## src/rtl/core_hazard_ctrl_if.sv

```systemverilog
// rtl/core_hazard_ctrl_if.sv - decode hazard bus, cache acks and pipeline control signals of the hazard controller
interface core_hazard_ctrl_if #(
  parameter int REG_AW    = 5,
  parameter int HZ_TYPE_W = 2
);
  logic [3*REG_AW-1:0]  hz_dec_bus;
  logic [HZ_TYPE_W-1:0] hz_dec_type;
  logic                 hz_dec_we;
  logic                 hz_dec_valid;
  logic                 il1_ack;
  logic                 dl1_req_mem;
  logic                 dl1_ack;
  logic                 exe_brnch_taken;
  logic                 pc_enb;
  logic                 if_kill;
  logic                 dec_enb;
  logic                 dec_kill;
  logic                 dec_nop_gen;
  logic                 pipe_enb;
  logic [1:0]           fwd_src1_sel;
  logic [1:0]           fwd_src2_sel;
  logic [2:0]           hz_state;

  // pipeline side: presents the DEC instruction and cache status, obeys the controls
  modport master (
    output hz_dec_bus, hz_dec_type, hz_dec_we, hz_dec_valid,
    output il1_ack, dl1_req_mem, dl1_ack, exe_brnch_taken,
    input  pc_enb, if_kill, dec_enb, dec_kill, dec_nop_gen, pipe_enb,
    input  fwd_src1_sel, fwd_src2_sel, hz_state
  );

  // controller side
  modport slave (
    input  hz_dec_bus, hz_dec_type, hz_dec_we, hz_dec_valid,
    input  il1_ack, dl1_req_mem, dl1_ack, exe_brnch_taken,
    output pc_enb, if_kill, dec_enb, dec_kill, dec_nop_gen, pipe_enb,
    output fwd_src1_sel, fwd_src2_sel, hz_state
  );
endinterface

```

## src/rtl/core_hazard_ctrl.sv

```systemverilog
// rtl/core_hazard_ctrl.sv - 5-stage pipeline hazard sequencer and forwarding select (optional macro CORE_HZRD_FWD_EN)
module core_hazard_ctrl #(
  parameter int REG_AW    = 5,
  parameter int HZ_TYPE_W = 2
) (
  input  logic              clk,
  input  logic              rst,
  core_hazard_ctrl_if.slave hz_if
);

`ifdef CORE_HZRD_FWD_EN
  localparam logic [HZ_TYPE_W-1:0] HZRD_LOAD  = HZ_TYPE_W'(1);
`endif
  localparam logic [HZ_TYPE_W-1:0] HZRD_BRNCH = HZ_TYPE_W'(2);
  localparam logic [HZ_TYPE_W-1:0] HZRD_JUMP  = HZ_TYPE_W'(3);

  typedef enum logic [2:0] {
    ST_RUN      = 3'd0,
    ST_LD_STALL = 3'd1,
    ST_FLUSH    = 3'd2,
    ST_MEM_WAIT = 3'd3,
    ST_IF_WAIT  = 3'd4
  } state_e;

  typedef struct packed {
    logic                 v;
    logic                 we;
    logic [HZ_TYPE_W-1:0] ty;
    logic [REG_AW-1:0]    rd;
  } sb_entry_t;

  // index 0 = EXE, 1 = MEM, 2 = WB
  sb_entry_t         sb_q [3];
  sb_entry_t         sb_d [3];
  state_e            state_q, state_d;
  sb_entry_t         dec_entry;
  logic [REG_AW-1:0] rs1, rs2, rd;
  logic              mem_wait, exe_redirect, ld_use;
  logic              pc_enb, if_kill, dec_enb, dec_kill, dec_nop_gen, pipe_enb;
  logic [1:0]        fwd1_sel, fwd2_sel;

  function automatic logic sb_match(input sb_entry_t e, input logic [REG_AW-1:0] rs);
    return e.v && e.we && (e.rd != '0) && (e.rd == rs);
  endfunction

  assign rs1       = hz_if.hz_dec_bus[3*REG_AW-1 -: REG_AW];
  assign rs2       = hz_if.hz_dec_bus[2*REG_AW-1 -: REG_AW];
  assign rd        = hz_if.hz_dec_bus[REG_AW-1:0];
  assign dec_entry = {hz_if.hz_dec_valid, hz_if.hz_dec_we, hz_if.hz_dec_type, rd};

  assign mem_wait = hz_if.dl1_req_mem && !hz_if.dl1_ack;

  // A redirect kills the EXE slot, so a second FLUSH in a row would be acting on a bubble
  assign exe_redirect = sb_q[0].v && (state_q != ST_FLUSH) &&
                        ((sb_q[0].ty == HZRD_JUMP) ||
                         ((sb_q[0].ty == HZRD_BRNCH) && hz_if.exe_brnch_taken));

`ifdef CORE_HZRD_FWD_EN
  // Only a load result still in EXE cannot be forwarded in time
  assign ld_use = hz_if.hz_dec_valid && (sb_q[0].ty == HZRD_LOAD) &&
                  (sb_match(sb_q[0], rs1) || sb_match(sb_q[0], rs2));

  function automatic logic [1:0] fwd_pick(input logic [REG_AW-1:0] rs, input sb_entry_t e_exe,
                                          input sb_entry_t e_mem, input sb_entry_t e_wb);
    logic [1:0] sel;
    sel = 2'd0;
    if (sb_match(e_wb, rs))                               sel = 2'd3;
    if (sb_match(e_mem, rs))                              sel = 2'd2;
    if (sb_match(e_exe, rs) && (e_exe.ty != HZRD_LOAD))   sel = 2'd1;
    return sel;
  endfunction
`else
  logic any_match;

  // Without forwarding every in-flight writer of a source blocks DEC until it retires
  always_comb begin
    any_match = 1'b0;
    for (int i = 0; i < 3; i++) begin
      if (sb_match(sb_q[i], rs1) || sb_match(sb_q[i], rs2)) any_match = 1'b1;
    end
  end

  assign ld_use = hz_if.hz_dec_valid && any_match;
`endif

  // Priority-ordered next state and the pipeline controls that go with it
  always_comb begin
    state_d     = ST_RUN;
    pc_enb      = 1'b1;
    dec_enb     = 1'b1;
    pipe_enb    = 1'b1;
    if_kill     = 1'b0;
    dec_kill    = 1'b0;
    dec_nop_gen = 1'b0;
    if (mem_wait)           state_d = ST_MEM_WAIT;
    else if (exe_redirect)  state_d = ST_FLUSH;
    else if (ld_use)        state_d = ST_LD_STALL;
    else if (!hz_if.il1_ack) state_d = ST_IF_WAIT;
    case (state_d)
      ST_MEM_WAIT: begin
        pc_enb   = 1'b0;
        dec_enb  = 1'b0;
        pipe_enb = 1'b0;
      end
      ST_FLUSH: begin
        if_kill  = 1'b1;
        dec_kill = 1'b1;
      end
      ST_LD_STALL, ST_IF_WAIT: begin
        pc_enb      = 1'b0;
        dec_nop_gen = 1'b1;
      end
      default: ;
    endcase
    if (rst) begin
      state_d     = ST_RUN;
      pc_enb      = 1'b0;
      dec_enb     = 1'b0;
      pipe_enb    = 1'b0;
      if_kill     = 1'b1;
      dec_kill    = 1'b1;
      dec_nop_gen = 1'b1;
    end
  end

  // Forwarding selects for the two DEC source operands
  always_comb begin
    fwd1_sel = 2'd0;
    fwd2_sel = 2'd0;
`ifdef CORE_HZRD_FWD_EN
    if (!rst) begin
      fwd1_sel = fwd_pick(rs1, sb_q[0], sb_q[1], sb_q[2]);
      fwd2_sel = fwd_pick(rs2, sb_q[0], sb_q[1], sb_q[2]);
    end
`endif
  end

  // Scoreboard shifts with the back end; EXE only picks up a real, unsuppressed DEC instruction
  always_comb begin
    sb_d = sb_q;
    if (pipe_enb) begin
      sb_d[2] = sb_q[1];
      sb_d[1] = sb_q[0];
      sb_d[0] = '0;
      if (dec_enb && !dec_nop_gen && !dec_kill && hz_if.hz_dec_valid) sb_d[0] = dec_entry;
    end
  end

  // State and scoreboard registers
  always_ff @(posedge clk) begin
    if (rst) begin
      state_q <= ST_RUN;
      for (int i = 0; i < 3; i++) sb_q[i] <= '0;
    end else begin
      state_q <= state_d;
      for (int i = 0; i < 3; i++) sb_q[i] <= sb_d[i];
    end
  end

  assign hz_if.pc_enb       = pc_enb;
  assign hz_if.if_kill      = if_kill;
  assign hz_if.dec_enb      = dec_enb;
  assign hz_if.dec_kill     = dec_kill;
  assign hz_if.dec_nop_gen  = dec_nop_gen;
  assign hz_if.pipe_enb     = pipe_enb;
  assign hz_if.fwd_src1_sel = fwd1_sel;
  assign hz_if.fwd_src2_sel = fwd2_sel;
  assign hz_if.hz_state     = state_d;

endmodule

```

## src/flat_wrapper.sv

```systemverilog
// flat-port wrapper written by rule: the top's interface ports become plain ports
module core_hazard_ctrl_flat 
#(
  parameter int REG_AW    = 5,
  parameter int HZ_TYPE_W = 2
)
  (clk, rst, hz_if_hz_dec_bus, hz_if_hz_dec_type, hz_if_hz_dec_we, hz_if_hz_dec_valid, hz_if_il1_ack, hz_if_dl1_req_mem, hz_if_dl1_ack, hz_if_exe_brnch_taken, hz_if_pc_enb, hz_if_if_kill, hz_if_dec_enb, hz_if_dec_kill, hz_if_dec_nop_gen, hz_if_pipe_enb, hz_if_fwd_src1_sel, hz_if_fwd_src2_sel, hz_if_hz_state);
  core_hazard_ctrl_if #(.REG_AW(REG_AW), .HZ_TYPE_W(HZ_TYPE_W)) hz_if_i ();
  input  logic clk;
  input  logic rst;
  input wire logic [$bits(hz_if_i.hz_dec_bus)-1:0] hz_if_hz_dec_bus;
  input wire logic [$bits(hz_if_i.hz_dec_type)-1:0] hz_if_hz_dec_type;
  input wire logic [$bits(hz_if_i.hz_dec_we)-1:0] hz_if_hz_dec_we;
  input wire logic [$bits(hz_if_i.hz_dec_valid)-1:0] hz_if_hz_dec_valid;
  input wire logic [$bits(hz_if_i.il1_ack)-1:0] hz_if_il1_ack;
  input wire logic [$bits(hz_if_i.dl1_req_mem)-1:0] hz_if_dl1_req_mem;
  input wire logic [$bits(hz_if_i.dl1_ack)-1:0] hz_if_dl1_ack;
  input wire logic [$bits(hz_if_i.exe_brnch_taken)-1:0] hz_if_exe_brnch_taken;
  output wire logic [$bits(hz_if_i.pc_enb)-1:0] hz_if_pc_enb;
  output wire logic [$bits(hz_if_i.if_kill)-1:0] hz_if_if_kill;
  output wire logic [$bits(hz_if_i.dec_enb)-1:0] hz_if_dec_enb;
  output wire logic [$bits(hz_if_i.dec_kill)-1:0] hz_if_dec_kill;
  output wire logic [$bits(hz_if_i.dec_nop_gen)-1:0] hz_if_dec_nop_gen;
  output wire logic [$bits(hz_if_i.pipe_enb)-1:0] hz_if_pipe_enb;
  output wire logic [$bits(hz_if_i.fwd_src1_sel)-1:0] hz_if_fwd_src1_sel;
  output wire logic [$bits(hz_if_i.fwd_src2_sel)-1:0] hz_if_fwd_src2_sel;
  output wire logic [$bits(hz_if_i.hz_state)-1:0] hz_if_hz_state;
  assign hz_if_i.hz_dec_bus = hz_if_hz_dec_bus;
  assign hz_if_i.hz_dec_type = hz_if_hz_dec_type;
  assign hz_if_i.hz_dec_we = hz_if_hz_dec_we;
  assign hz_if_i.hz_dec_valid = hz_if_hz_dec_valid;
  assign hz_if_i.il1_ack = hz_if_il1_ack;
  assign hz_if_i.dl1_req_mem = hz_if_dl1_req_mem;
  assign hz_if_i.dl1_ack = hz_if_dl1_ack;
  assign hz_if_i.exe_brnch_taken = hz_if_exe_brnch_taken;
  assign hz_if_pc_enb = hz_if_i.pc_enb;
  assign hz_if_if_kill = hz_if_i.if_kill;
  assign hz_if_dec_enb = hz_if_i.dec_enb;
  assign hz_if_dec_kill = hz_if_i.dec_kill;
  assign hz_if_dec_nop_gen = hz_if_i.dec_nop_gen;
  assign hz_if_pipe_enb = hz_if_i.pipe_enb;
  assign hz_if_fwd_src1_sel = hz_if_i.fwd_src1_sel;
  assign hz_if_fwd_src2_sel = hz_if_i.fwd_src2_sel;
  assign hz_if_hz_state = hz_if_i.hz_state;
  core_hazard_ctrl #(.REG_AW(REG_AW), .HZ_TYPE_W(HZ_TYPE_W)) u_core (.clk(clk), .rst(rst), .hz_if(hz_if_i));
endmodule
```

## config.mk

```make
export PLATFORM = sky130hd
export DESIGN_NAME = core_hazard_ctrl_flat
export DESIGN_NICKNAME = d
export VERILOG_FILES = /design/src/rtl/core_hazard_ctrl_if.sv /design/src/rtl/core_hazard_ctrl.sv /design/src/flat_wrapper.sv
export SDC_FILE = /design/constraint.sdc
export NUM_CORES = 1
export LEC_CHECK = 0
export CAP_MARGIN = 25
export CORE_MARGIN = 5
export CORE_UTILIZATION = 49
export CTS_CLUSTER_SIZE = 40
export DETAILED_ROUTE_END_ITERATION = 12
export PLACE_DENSITY_LB_ADDON = 0.05
export SETUP_SLACK_MARGIN = 0.2
export SLEW_MARGIN = 20
export SYNTH_ARGS = -nofsm -noshare
export SYNTH_HDL_FRONTEND = slang
export SYNTH_SLANG_ARGS = --single-unit
```

## constraint.sdc

```tcl
create_clock -name clk -period 2.3 [get_ports clk]
set_clock_uncertainty 0.2 [all_clocks]
set_input_delay 0.46 -clock clk [delete_from_list [all_inputs] [get_ports clk]]
set_output_delay 0.46 -clock clk [all_outputs]
set_load 0.02 [all_outputs]
```

* Word level (Yosys, flattened, before mapping)
Index checks and enable logic that the tools add are counted.
W data, S select, Z words.
** Word-level totals
- Register bits after elaboration :: 26
- Bits of input ports :: 25
- Output and inout bits :: 13
- Logic and storage cells :: 73
** Operators by class
- Equality and inequality tests :: 13
- Mux-type cells :: 17
- Reductions and logical operators :: 32
** Operators by type and width (count)
- $eq A5 B5 Y1 :: 6
- $logic_and A1 B1 Y1 :: 20
- $mux W3 :: 5
- $reduce_bool A5 Y1 :: 3
- $mux W1 :: 11
- $mux W9 :: 1
- $eq A3 B2 Y1 const B :: 2
- $eq A2 B2 Y1 const B :: 2
- $logic_or A1 B1 Y1 :: 4
- $eq A3 B1 Y1 const B :: 1
- $eq A3 B3 Y1 const B :: 1
- $logic_not A1 Y1 :: 3
- $ne A3 B2 Y1 const B :: 1
- $reduce_or A3 Y1 :: 1
- $reduce_or A2 Y1 :: 1

* Depth between registers and ports, before layout
- Depth after elaboration :: 20
- Depth in mapped cells :: 6
- Mapped depth without buffers :: 5

* Worst setup path before layout
OpenSTA, ideal clock, no wires.
- Kind :: register to output
- From :: register, netlist name u_core.sb_q[0]
- To :: output hz_if_hz_state[2]
- Arrival time :: 1.812 ns
- Required time :: 1.640 ns
- Setup slack :: -0.172 ns
- Stages on the path, launching flop included :: 6
- Buffers on the path :: 0
- Path through :: dfxtp_1 > or3_1 > o311a_1 > clkinv_1 > nor3_1 > nor4_1
** On the way
- Cells in the longest elaborated chain, start to end :: 10
** RTL lines
- $reduce_bool A5 Y1 :: line core_hazard_ctrl.sv:43 : return e.v && e.we && (e.rd != '0) && (e.rd == rs);
- $logic_and A1 B1 Y1 (2 in a row) :: line core_hazard_ctrl.sv:43
- $logic_or A1 B1 Y1 (*) :: line core_hazard_ctrl.sv:79 : if (sb_match(sb_q[i], rs1) || sb_match(sb_q[i], rs2)) any_match = 1'b1;
- $mux W1 (*) :: line core_hazard_ctrl.sv:79
- $logic_and A1 B1 Y1 (*) :: line core_hazard_ctrl.sv:83 : assign ld_use = hz_if.hz_dec_valid && any_match;
- $mux W3 (*) :: line core_hazard_ctrl.sv:97 : else if (ld_use) state_d = ST_LD_STALL;
- $mux W3 (*) :: line core_hazard_ctrl.sv:96 : else if (exe_redirect) state_d = ST_FLUSH;
- $mux W3 (*) :: line core_hazard_ctrl.sv:95 : if (mem_wait) state_d = ST_MEM_WAIT;
- $mux W3 (*) :: line core_hazard_ctrl.sv:115 : if (rst) begin
- to (decl) :: line flat_wrapper.sv:27 : output wire logic [$bits(hz_if_i.hz_state)-1:0] hz_if_hz_state;
Mark *: on every way between the ends. The rest lies on a longest branch, timed or not.

* Final worst setup path
- From :: register, netlist name u_core.sb_q[10]
- To :: output hz_if_hz_state[0]
** On the way
- Cells in the longest elaborated chain, start to end :: 11
** RTL lines (line)
- $reduce_bool A5 Y1 :: core_hazard_ctrl.sv:43
- $logic_and A1 B1 Y1 (2 in a row) :: core_hazard_ctrl.sv:43
- $logic_or A1 B1 Y1 (*) :: core_hazard_ctrl.sv:79
- $mux W1 (*) (2 in a row) :: core_hazard_ctrl.sv:79
- $logic_and A1 B1 Y1 (*) :: core_hazard_ctrl.sv:83
- $mux W3 (*) :: core_hazard_ctrl.sv:97
- $mux W3 (*) :: core_hazard_ctrl.sv:96
- $mux W3 (*) :: core_hazard_ctrl.sv:95
- $mux W3 (*) :: core_hazard_ctrl.sv:115
Marked as above.

==> flow_results.org <==
** Clocking
- The clock net in this run drives a total of 26 sinks.
- No sink is reached through more buffers than the 2 on the longest clock path.
- CTS Root Cell :: clkbuf_4
- TritonCTS built the clock tree.
- Insertion delay of the later-clocked pin in the worst-skew pair :: 0.33 ns
- CTS built an H-tree with a depth of 1.
- The number of hold buffers added after CTS was 0.
- CTS clk-pin slew, worst paths :: 0.14 ns
- Counting the buffers created by CTS gives 3.

** Floorplanning
- IO Pins :: 38
- The die covers 4449 µm².
- Die X :: 66.70 µm
- Die Y :: 66.70 µm
- Cell row count :: 20
- The region available for standard cell placement spans 3078 µm².
- For this configuration, the core starts out at a cell density of 0.5118.

** Synthesis
- Library cell with the largest summed area after synthesis :: dfxtp_1
- Instance count of the mapped netlist :: 193
- Number of synthesized register bits :: 26
- Part of the Yosys area used for sequential elements :: 0.3304
- For this run, the number of Yosys warnings is 0.
- Unique cell type count in the Yosys netlist :: 32
- In this run the cell area of the synthesized design comes to 1575 µm².
- Dividing the synthesized area by the synthesized cell count gives 8.162 µm².
- Largest cells by area after synthesis :: dfxtp_1 (33%), xor2_1 (17%), nand2_1 (9.1%)
- The share of synthesized area in the top cell type comes to 0.3304.

** Layout
- Net count, final :: 294
- # diodes :: 0
- Compared with the post-synthesis result, the final layout area differs by 56.87%.
- In the final layout, the share of cells above drive strength 1 is 0.3694.
- Post-layout instance area :: 2471 µm²
- At the end of the flow the core is filled with cells to 0.8028.
- Filler cells :: 224

** Power and ir drop
- Comb pwr share :: 0.251
- Part of the power in the clock network :: 0.249
- Summing internal, switching and leakage power gives 0.9401 mW.
- Switching power share of the total :: 0.2814
- Sequential group share of total power :: 0.499
- Worst IR drop on VDD :: 0.0003818 V
- In this run the power spent charging and discharging nets is 0.2645 mW.
- Internal power comes to 0.6755 mW.
- In this run the static leakage power is 1.154 nW.
- Power spread over the standard cell area amounts to 380.4 nW/µm².

** Place
- After detailed placement, the total cell area comes to 2202 µm².
- At the end of routability-driven placement, the weighted congestion stood at 0.9003.
- Number of port buffers :: 33
- The wire-length estimate of the detail-placed layout is 3409 µm.

** Critical path
- The critical path is of the reg -> out type.
- Along the worst path, the maximum fanout reaches 4.
- STA classifies the critical path endpoint as an output pin.
- Tracing the worst setup path back leads to its startpoint at u_core.sb_q[10].
- STA puts the critical path data required time at 1.64 ns.
- In this run the critical register-to-register path is launched from u_core.sb_q[23].
- WP data arrival :: 2.13 ns
- STA classifies the critical path startpoint as a flip-flop.

** Detailed routing
- After detailed routing, the number of remaining DRC violations is 0.
- Routed vias/inst :: 5.353
- Vias after detailed routing :: 1,670
- The first TritonRoute pass finished after 4 iterations.
- The final layout contains routed wiring with a total length of 4979 µm.
- In this run the remaining antenna-violating nets after routing total 0.
- Drt first-iter violations :: 75
- In the final routed layout, each cell accounts on average for 15.96 µm.

** Run status
- Violations in the final reports :: negative setup slack
- Status :: complete, but fails checks

** STA
- Number of slew-limit violations in the final report :: 0
- The number of hold violations in the final report is 0.
- Across all setup checks in the final design, the least slack found is -0.4856 ns.
- RSZ-0062 raised after global routing :: yes
- Slew at the pin closest to its max-slew limit :: 0.6111 ns
- Upper clock frequency limit :: 0.3590 GHz
- Total setup violations reported at the end of the flow :: 4
- Hold WS :: 0.2762 ns
- Final Cycle Share :: 1.211
- Headroom to the max-slew limit came out at 0.5911.
- For the finished layout, the period the worst path requires is 2.786 ns.
- After routing, the total negative slack on setup checks comes to -1.732 ns.

** GRT
- The number of antenna violations at the first check in global routing is 0.
- Wire length of the first global-routing pass :: 7900 µm
- Via count of the first global-routing pass :: 1,740
- Pin count of the biggest net entering global routing :: 19
- Final global-route overflow total :: 0
- GRT Overall Usage :: 0.2300

** Min path
- Min-Delay Path Class :: reg -> reg
- Startpoint of the worst hold path :: u_core.sb_q[23]

** Run
- The tool flagged a number of max-cap violations equal to 0.
cells in the mapped netlist, drive strengths merged:
cell type,n
nand2,38
inv,9
nor2b,2
or3,1
xor2,30
o31ai,1
a21o,1
nor2,13
a21oi,16
buf,10
dfxtp,26
nor4,3
conb,1
nand2b,2
o21ai,1
or4,4
a22oi,3
nor3,8
o211ai,2
o311a,1
o21ba,2
clkbuf,5
o32ai,1
clkinv,1
o41ai,9
o31a,3
per-stage QoR:
stage | setup WS, ns | instances
final | -0.4856 | 312
after global routing | -0.5621 | 312
after CTS | -0.4859 | 310
after detailed placement | -1.030 | 299
after global placement | -0.9884 | 299
after floorplan | -0.03413 | 196
power groups by stage:
stage	Sequential [mW]	Combinational, mW	Clock [mW]
finish	0.469	0.236	0.234
CTS	0.470	0.220	0.238
global placement	0.478	0.211	0
floorplan	0.479	0.105	0
global route	0.471	0.253	0.258
detailed placement	0.479	0.216	0
metal layers:
layer / part of all wire / track usage
met1: 0.41 / 0.2756
met2: 0.50 / 0.4121
met3: 0.057 / 0.02024
met4: 0.027 / 0.1015
met5: 0 / 0
cell usage in the layout (no fill, tap or decap), types with 2 or more instances in the layout:
master,synthesis,routed
o31a_1,3,3
a21oi_1,16,15
dfxtp_2,0,6
clkbuf_4,0,3
o41ai_2,6,6
nand2_1,38,38
or4_4,0,2
nor3_1,8,7
inv_1,9,9
or4_1,4,2
xor2_1,30,29
o41ai_4,0,3
conb_1,1,4
buf_6,2,11
dlygate4sd2_1,0,13
buf_4,6,47
nor2_4,0,2
clkdlybuf4s50_1,0,10
a22oi_2,0,3
nor2_1,11,10
dfxtp_1,26,19
nor4_1,3,2
area by class of cell:
type | instances | area, µm² | area share
Clock buffer | 4 | 36.28 | 0.01468
Sequential cell | 26 | 531.8 | 0.2152
Inverter | 10 | 38.79 | 0.01570
Tap cell | 44 | 55.05 | 0.02228
Multi-Input combinational cell | 145 | 1089 | 0.4405
Timing Repair Buffer | 83 | 720.7 | 0.2916
timing repair:
action | in CTS | in global routing
setup buffers | 7 | 2
setup endpoints to repair | 19 | 19
resized for setup | 86 | 20
pin swaps | 12 | 6
flip-flops by register name, summed over array words and instances (netlist names):
register        flops
u_core.sb_q        23
u_core.state_q      3
worst max-delay path, stage by stage, from the launching register on:
cell	delay, ns
dfxtp_1	0.36
or4_4	0.55
nor2_4	0.14
buf_6	0.11
o32ai_4	0.10
buf_4	0.16
o31a_1	0.25
buf_6	0.14
logic make-up after synthesis:
group / after synthesis / share of synthesized area
XOR/XNOR: 30 / 0.1668
buffers and inverters: 25 / 0.08418
AO/OA/AOI/OAI: 40 / 0.2153
AND/OR/NAND/NOR: 71 / 0.2010
flip-flops: 26 / 0.3304
other: 1 / 0.002381
path summary, 6_finish.rpt:
check                                    endpoint  slack (ns)  cells past startpoint
worst min register to register    u_core.sb_q[23]        0.28                      2
worst max register to register    u_core.sb_q[19]        0.05                      8
worst min-delay path              u_core.sb_q[23]        0.28                      2
worst max-delay path            hz_if_hz_state[0]       -0.49                      7
No activity file was read; power rests on OpenSTA's default activity.
